## config.mk

```make
export PLATFORM = sky130hd
export DESIGN_NAME = cypress_fifo_reader
export DESIGN_NICKNAME = d
export VERILOG_FILES = /design/src/rtl/cypress_fifo_reader.sv
export SDC_FILE = /design/constraint.sdc
export NUM_CORES = 1
export LEC_CHECK = 0
export CELL_PAD_IN_SITES_DETAIL_PLACEMENT = 1
export CELL_PAD_IN_SITES_GLOBAL_PLACEMENT = 2
export CORE_MARGIN = 2
export CORE_UTILIZATION = 33
export CTS_CLUSTER_DIAMETER = 80
export DETAILED_ROUTE_END_ITERATION = 16
export PLACE_DENSITY_LB_ADDON = 0.12
export SYNTH_ARGS = -nofsm -noshare
export SYNTH_HDL_FRONTEND = slang
export SYNTH_SLANG_ARGS = --single-unit
export TNS_END_PERCENT = 10
```

## constraint.sdc

```tcl
create_clock -name SYS_CLK -period 2.7 [get_ports SYS_CLK]
set_clock_uncertainty 0.2 [all_clocks]
set_input_delay 0.405 -clock SYS_CLK [delete_from_list [all_inputs] [get_ports SYS_CLK]]
set_output_delay 0.405 -clock SYS_CLK [all_outputs]
set_load 0.005 [all_outputs]
```

## src/rtl/cypress_fifo_reader.sv

```systemverilog
// -----------------------------------------------------------------------------
// cypress_fifo_reader
//
// Reads 16-bit words from a Cypress slave FIFO and feeds them to the SPI output
// serializer. The block watches the FIFO empty flag and issues single-cycle
// SLRD strobes. The serializer samples FD on SLRD. A new word is never strobed
// while the serializer is still shifting out the previous one.
//
// Ports:
//   SYS_CLK       in   system clock
//   RST           in   asynchronous reset, active-low
//   ENABLE        in   1 = reads permitted (level, sampled every cycle)
//   FLAG_EMPTY_N  in   Cypress EF flag, active-low, asynchronous (2-flop synced)
//   BUSY          in   serializer busy from the RX_CLK domain (2-flop synced)
//   FIFOADR[1:0]  out  endpoint select, constant EP_ADDR
//   SLOE          out  FIFO output enable, active-high
//   SLRD          out  one-cycle read strobe, active-high (drives serializer ENA)
//   WORD_CNT[15:0]out  number of SLRD strobes since reset, wraps naturally
//   ACTIVE        out  1 whenever the read FSM is not idle
//
// GAP_CYCLES must be >= 3. It covers the serializer's RX_CLK capture of SLRD
// plus the BUSY synchroniser latency, so a fresh BUSY is visible before WAIT.
// -----------------------------------------------------------------------------
module cypress_fifo_reader #(
  parameter logic [1:0] EP_ADDR    = 2'b00,
  parameter int         OE_SETUP   = 2,
  parameter int         GAP_CYCLES = 6
) (
  input  logic        SYS_CLK,
  input  logic        RST,
  input  logic        ENABLE,
  input  logic        FLAG_EMPTY_N,
  input  logic        BUSY,
  output logic [1:0]  FIFOADR,
  output logic        SLOE,
  output logic        SLRD,
  output logic [15:0] WORD_CNT,
  output logic        ACTIVE
);

  // One down-counter serves both SETUP and GAP, so it is sized for the larger.
  localparam int CNT_MAX = (OE_SETUP > GAP_CYCLES) ? OE_SETUP : GAP_CYCLES;
  localparam int CNT_W   = (CNT_MAX > 1) ? $clog2(CNT_MAX) : 1;

  typedef enum logic [2:0] {
    S_IDLE,
    S_SETUP,
    S_READ,
    S_GAP,
    S_WAIT
  } state_e;

  state_e             state_q, state_d;
  logic [CNT_W-1:0]   cnt_q, cnt_d;
  logic [15:0]        word_cnt_q, word_cnt_d;
  logic               sloe_q, sloe_d;
  logic               slrd_q, slrd_d;
  logic               active_q, active_d;

  // Synchroniser chains. Their reset values are the safe ones: the FIFO is
  // treated as empty and the serializer as busy until real values arrive.
  logic               empty_meta_q, empty_s_q;
  logic               busy_meta_q, busy_s_q;

  always_ff @(posedge SYS_CLK or negedge RST) begin
    if (!RST) begin
      empty_meta_q <= 1'b0;
      empty_s_q    <= 1'b0;
      busy_meta_q  <= 1'b1;
      busy_s_q     <= 1'b1;
    end else begin
      empty_meta_q <= FLAG_EMPTY_N;
      empty_s_q    <= empty_meta_q;
      busy_meta_q  <= BUSY;
      busy_s_q     <= busy_meta_q;
    end
  end

  // NOTE: every variable gets a default at the top of the block, so no path
  // leaves one unassigned and no latch is inferred.
  always_comb begin
    state_d    = state_q;
    cnt_d      = cnt_q;
    word_cnt_d = word_cnt_q;

    case (state_q)
      S_IDLE: begin
        if (ENABLE && empty_s_q && !busy_s_q) begin
          state_d = S_SETUP;
          cnt_d   = CNT_W'(OE_SETUP - 1);
        end
      end

      S_SETUP: begin
        // The FIFO emptying during bus turnaround aborts before any strobe.
        if (!empty_s_q) begin
          state_d = S_IDLE;
        end else if (cnt_q == '0) begin
          state_d = S_READ;
        end else begin
          cnt_d = cnt_q - 1'b1;
        end
      end

      S_READ: begin
        state_d = S_GAP;
        cnt_d   = CNT_W'(GAP_CYCLES - 1);
      end

      S_GAP: begin
        // BUSY is not yet trustworthy here: the serializer's response to the
        // last strobe may still be in the synchroniser.
        if (cnt_q == '0) begin
          state_d = S_WAIT;
        end else begin
          cnt_d = cnt_q - 1'b1;
        end
      end

      S_WAIT: begin
        if (!busy_s_q) begin
          // Within a burst the bus is already turned around, so SETUP is skipped.
          state_d = (ENABLE && empty_s_q) ? S_READ : S_IDLE;
        end
      end

      default: state_d = S_IDLE;
    endcase

    // Outputs are decoded from the next state so they are registered and
    // line up with the state they belong to.
    if (state_d == S_READ) begin
      word_cnt_d = word_cnt_q + 16'd1;
    end
    sloe_d   = (state_d != S_IDLE);
    slrd_d   = (state_d == S_READ);
    active_d = (state_d != S_IDLE);
  end

  // NOTE: sequential state uses non-blocking assignments only, so every flop
  // samples the pre-edge values regardless of statement order.
  always_ff @(posedge SYS_CLK or negedge RST) begin
    if (!RST) begin
      state_q    <= S_IDLE;
      cnt_q      <= '0;
      word_cnt_q <= 16'h0000;
      sloe_q     <= 1'b0;
      slrd_q     <= 1'b0;
      active_q   <= 1'b0;
    end else begin
      state_q    <= state_d;
      cnt_q      <= cnt_d;
      word_cnt_q <= word_cnt_d;
      sloe_q     <= sloe_d;
      slrd_q     <= slrd_d;
      active_q   <= active_d;
    end
  end

  assign FIFOADR  = EP_ADDR;
  assign SLOE     = sloe_q;
  assign SLRD     = slrd_q;
  assign WORD_CNT = word_cnt_q;
  assign ACTIVE   = active_q;

endmodule

```

==> results of run 1 <==
-- cell usage after synthesis, types with 3 or more instances --
library cell	count
dfrtp_1	26
xnor2_1	10
nand2_1	8
nand4_1	5
nor2_1	5
xor2_1	5
nand3_1	4
buf_4	3
ha_1	3
inv_1	3
nand2b_1	3
-- worst max-delay path by stage --
stage / slack, ps / to / startpoint / cells after the start
2_1_floorplan: 760 / ACTIVE$_DFF_PN0_ / cnt_q[0]$_DFFE_PN0P_ / 7
3_3_place_gp: 290 / WORD_CNT[15]$_DFFE_PN0N_ / ENABLE / 6
3_5_place_dp: 250 / WORD_CNT[9]$_DFFE_PN0N_ / ENABLE / 6
4_1_cts: 470 / WORD_CNT[9]$_DFFE_PN0N_ / cnt_q[0]$_DFFE_PN0P_ / 7
5_1_grt: 330 / WORD_CNT[15]$_DFFE_PN0N_ / cnt_q[0]$_DFFE_PN0P_ / 7
6_report: 520 / WORD_CNT[9]$_DFFE_PN0N_ / cnt_q[0]$_DFFE_PN0P_ / 7
-- cell usage in the layout, fill, tap and decap left out, drive strengths merged --
| cell | count |
|---|---|
| dfrtp | 26 |
| clkdlybuf4s50 | 23 |
| xnor2 | 10 |
| nand2 | 8 |
| nand4 | 6 |
| nor2 | 5 |
| xor2 | 5 |
| nand3 | 4 |
| clkbuf | 4 |
| inv | 3 |
| nand2b | 3 |
| ha | 3 |
| and4bb | 2 |
| nor2b | 2 |
| o21ai | 2 |
| nor3 | 2 |
| and4 | 2 |
| conb | 2 |
| dfstp | 2 |
| a211oi | 2 |
| nor4b | 2 |
| o211a | 1 |
| o21bai | 1 |
| nand4bb | 1 |
| or3 | 1 |
| a211o | 1 |
| and3 | 1 |
| nand3b | 1 |
| o21a | 1 |
| mux2 | 1 |
| buf | 1 |
-- metal layers --
| metal | up-vias | global-route usage |
|---|---|---|
| li1 | 408 | - |
| met1 | 425 | 0.171 |
| met2 | 10 | 0.221 |
| met3 | 2 | 0.0221 |
| met4 | 0 | 0.0383 |
| met5 | - | 0 |
-- flip-flops by register name (all words and copies together) (netlist names) --
signal / count
ACTIVE: 1
WORD_CNT: 16
empty_s_q: 1
empty_meta_q: 1
cnt_q: 3
state_q: 3
SLRD: 1
busy_s_q: 1
busy_meta_q: 1
-- where the power goes --
group / leakage (nW) / switching [mW] / total [mW] / internal [mW]
sequential: 0.364 / 0.0728 / 0.552 / 0.479
combinational: 0.302 / 0.115 / 0.262 / 0.147
clock: 0.0288 / 0.121 / 0.251 / 0.130
-- critical path, cell delays in order (launching register included) --
cell and delay (ps):
dfrtp_1 400, inv_1 80, ha_1 170, and4bb_1 210
o211a_1 340, nor4b_4 370, nand4_1 160, xnor2_1 140
-- cell families after synthesis --
| kind of cell | Yosys count | share of synthesized area |
|---|---|---|
| AND/OR/NAND/NOR | 40 | 0.205 |
| multiplexers | 1 | 0.00888 |
| buffers and inverters | 8 | 0.0444 |
| other | 1 | 0.00296 |
| adder cells (fa/ha/maj) | 3 | 0.0296 |
| AO/OA/AOI/OAI | 8 | 0.0504 |
| XOR/XNOR | 15 | 0.104 |
| flip-flops | 28 | 0.555 |
-- area by class of cell --
class	count	area share
timing repair buffer	24	0.151
clock buffer	4	0.0349
sequential	28	0.445
multi-input combinational	69	0.324
inverter	3	0.00713
tap	48	0.0380
==> qor.csv, run 1 <==
metric,value,unit
outcome,"finished, final reports clean",
h-tree-depth,1,
cts_buffer_depth,2,
ant_nets,0,
fin_nets,137,
grt_pass1_vias,897,
viasPerCell,4.80,
fmax,0.459,GHz
final_cell_area,1580,um2
synth-main-ff-cell,dfrtp_1,
finalMaxSlewViolations,0,
route.met2.wl,1210,um
crit_type,flip-flop to flip-flop,
p_per_area,674,nW/um2
cp.required,2660,ps
gp_congestion,0.743,
wl_met1,1170,um
syn_inst,104,
clk_pin_slew,90,ps
worstHoldStart,empty_meta_q$_DFF_PN0_,
io_pins,26,
timing.rr.start,cnt_q[0]$_DFFE_PN0P_,
hold_path_end,empty_s_q$_DFF_PN0_,
whs_path_depth,0,
yosysSeqAreaShare,0.555,
area_delta_synth_final,24.6,%
rows,22,
die-area,4350,um2
synth_warnings,0,
synthArstFlopShare,1.00,
dpl_cell_area,1520,um2
slew_headroom,0.657,
dieWidth,66.0,um
power.leakage,0.695,nW
grt_max_degree,29,
drt_iter0_markers,41,
cts_setup_buffers,0,
port_buffers,23,
placed_cells,172,
final_cell_count_no_fill,176,
hold_violations,0,
min_period,2180,ps
multi_input_comb_area,512,um2
cp_max_fo,10,
whs,157,ps
pre_cts_ws,246,ps
cts_hold_buf,0,
drive_gt1_frac,0.0859,
grtUsageTotal,0.130,
wl_per_cell,14.0,um
dp.final_hpwl,1830,um
core_area,3690,um2
synth_area_per_cell,12.2,um2
worstSkewPairLatency,260,ps
fin_util,0.428,
setup_viol,0,
cts_root_buffer,clkbuf_8,
die_h,66.0,um
grt_antenna_before_repair,0,
post_cts_resized,0,
synth-seq-cells,28,
setup_tns,0,ps
start_kind,flip-flop,
synth_top_area_cell,dfrtp_1,
rsz0062_at_grt,no,
max-cap-violations,0,
grt_overflow,0,
clock-sinks,28,
cts-buffers-inserted,3,
fin_ws,521,ps
r2r_setup_slack,520,ps
ys_types,33,
reg2reg_to,WORD_CNT[9]$_DFFE_PN0N_,
netlist_area,1270,um2
cp.arrival,2140,ps
synth_edf_count,0,
initial_utilization,0.344,
routed_wl,2470,um
finalCritPeriodShare,0.807,
dr_total_vias,845,
grt_pass1_wl,4350,um
worst_slew_pin_slew,514,ps
tritoncts,yes,
fill_cells,405,
total_power,1.06,mW
synth.top_cell.area_share,0.513,
firstDrtPassIters,3,
ff_latch_area,703,um2
r2r_cells,7,
route.met3.wl,66,um
drcViolationCount,0,
top_layer,met4,
synthTopCellsByArea,"dfrtp_1, xnor2_1, dfstp_2",
num_antenna_cells,0,
vdd_ir_drop_max,229,uV
hp-class,flip-flop to flip-flop,
critPathCaptureType,flip-flop,
No activity file was read; power rests on OpenSTA's default activity.
==> run 2: changes to the inputs <==
CORE_UTILIZATION = 29   (was 33)
clock period = 1.82 ns   (was 2.7 ns; I/O delays follow)
==> run 2 against run 1 <==
Net effect:
- the flow now finishes with violations (setup timing)
- clock power rose by 33%
- combinational power rose by 140%
- clock-buffer cell count fell by 1
- critical path depth rose by 1
- sequential share of layout area fell by 4.6 points
- largest cell class unchanged
==> qor.csv, run 2 (same netlist as run 1, synthesis figures left out) <==
metric,value,unit
num_antenna_cells,0,
clk_pin_slew,90,ps
rows,24,
route.met2.wl,1330,um
start_kind,flip-flop,
clock-sinks,28,
grt_max_degree,29,
route.met3.wl,63,um
initial_utilization,0.295,
setup_tns,-719,ps
core_area,4290,um2
cp_slowest_stage_delay,400,ps
cp_max_fo,5,
die_h,70.1,um
grt_pass1_vias,1007,
tritoncts,yes,
grt_pass1_wl,4820,um
power.leakage,0.790,nW
final_common_cell,dfrtp_1,
ant_nets,0,
multi_input_comb_area,546,um2
finalCritPeriodShare,1.08,
die-area,4920,um2
max-cap-violations,0,
area_delta_synth_final,39.0,%
dp.final_hpwl,2060,um
hold_violations,0,
outcome,"finished, violations left",
ff_latch_area,703,um2
min_period,1970,ps
port_buffers,23,
cts_root_buffer,clkbuf_8,
dieWidth,70.1,um
cp.arrival,1930,ps
firstDrtPassIters,3,
total_power,1.77,mW
viasPerCell,4.61,
crit_type,flip-flop to flip-flop,
wl_per_cell,13.8,um
io_pins,26,
whs,156,ps
setup_viol,12,
fill_cells,482,
largest_reg_flops,16,
grt_overflow,0,
finalMaxSlewViolations,0,
wl_met1,1330,um
hp-class,flip-flop to flip-flop,
h-tree-depth,1,
fin_ws,-151,ps
dr_total_vias,922,
drcViolationCount,0,
critPathCaptureType,flip-flop,
gp_congestion,0.729,
fin_util,0.410,
cp.required,1780,ps
fmax,0.507,GHz
failed_checks,setup timing,
cts-buffers-inserted,3,
pre_cts_ws,-328,ps
routed_wl,2760,um
top_layer,met4,
p_per_area,1010,nW/um2
rsz0062_at_grt,yes,
worstSkewPairLatency,270,ps
vdd_ir_drop_max,397,uV
grtUsageTotal,0.119,
cp_slowest_cell,dfrtp_1,
cts_buffer_depth,2,
grt_antenna_before_repair,0,
drive_gt1_frac,0.257,
fin_nets,158,
layout_common_cells,"dfrtp_1, clkdlybuf4s50_1, buf_4",
cts_hold_buf,0,
drt_iter0_markers,17,
cp_cell_sequence,"inv_2, ha_4, and4bb_1, o211a_4, nor4b_4, buf_4, nand4_1, xnor2_1",
-- run 2: changes by cell type in the layout (fill, tap and decap cells not counted), sizes merged --
cell,previous run,this run
buf,1,22
clkbuf,4,3
-- run 2: worst paths after layout --
kind	to	start	slack, ps	cells past startpoint
setup / recovery	WORD_CNT[15]$_DFFE_PN0N_	cnt_q[0]$_DFFE_PN0P_	-150	8
hold / removal	empty_s_q$_DFF_PN0_	empty_meta_q$_DFF_PN0_	160	0
setup reg to reg	WORD_CNT[15]$_DFFE_PN0N_	cnt_q[0]$_DFFE_PN0P_	-150	8
hold reg to reg	empty_s_q$_DFF_PN0_	empty_meta_q$_DFF_PN0_	160	0
max in group asynchronous	busy_s_q$_DFF_PN1_	RST	920	2
min in group asynchronous	WORD_CNT[6]$_DFFE_PN0N_	RST	170	2
-- run 2: critical path: cells and delay by family, from the launching register on --
| kind | cells | cell delay (ps) |
|---|---|---|
| AO/OA/AOI/OAI | 1 | 190 |
| buffers and inverters | 2 | 250 |
| XOR/XNOR | 1 | 150 |
| AND/OR/NAND/NOR | 3 | 550 |
| adder cells (fa/ha/maj) | 1 | 130 |
| flip-flops | 1 | 400 |
-- run 2: where the power goes --
part           switching, mW  internal [mW]
logic                  0.252          0.388
clock network          0.185          0.148
registers             0.0877          0.711
total                  0.524           1.25
-- run 2: metal layers --
layer  track usage  up-vias
met5             0        -
met4        0.0385        0
met3        0.0159        4
met2         0.189       10
met1         0.169      466
li1              -      442
-- run 2: per-stage QoR --
| step | instances | instance area [um2] |
|---|---|---|
| final | 200 | 1760 |
| after global routing | 200 | 1760 |
| after global placement | 194 | 1670 |
| after detailed placement | 194 | 1670 |
| after floorplan | 105 | 1270 |
| after CTS | 199 | 1740 |
-- run 2: area by class of cell --
| type | instances | area share |
|---|---|---|
| sequential | 28 | 0.399 |
| multi-input combinational | 69 | 0.310 |
| timing repair buffer | 45 | 0.224 |
| tap | 52 | 0.0369 |
| clock buffer | 3 | 0.0234 |
| inverter | 3 | 0.00639 |
-- run 2: timing repair --
action                                  in CTS  in global routing
pin swaps                                    4                  4
setup buffers                                2                  1
endpoints found under the setup margin      15                 19
gates resized for setup                      4                  3
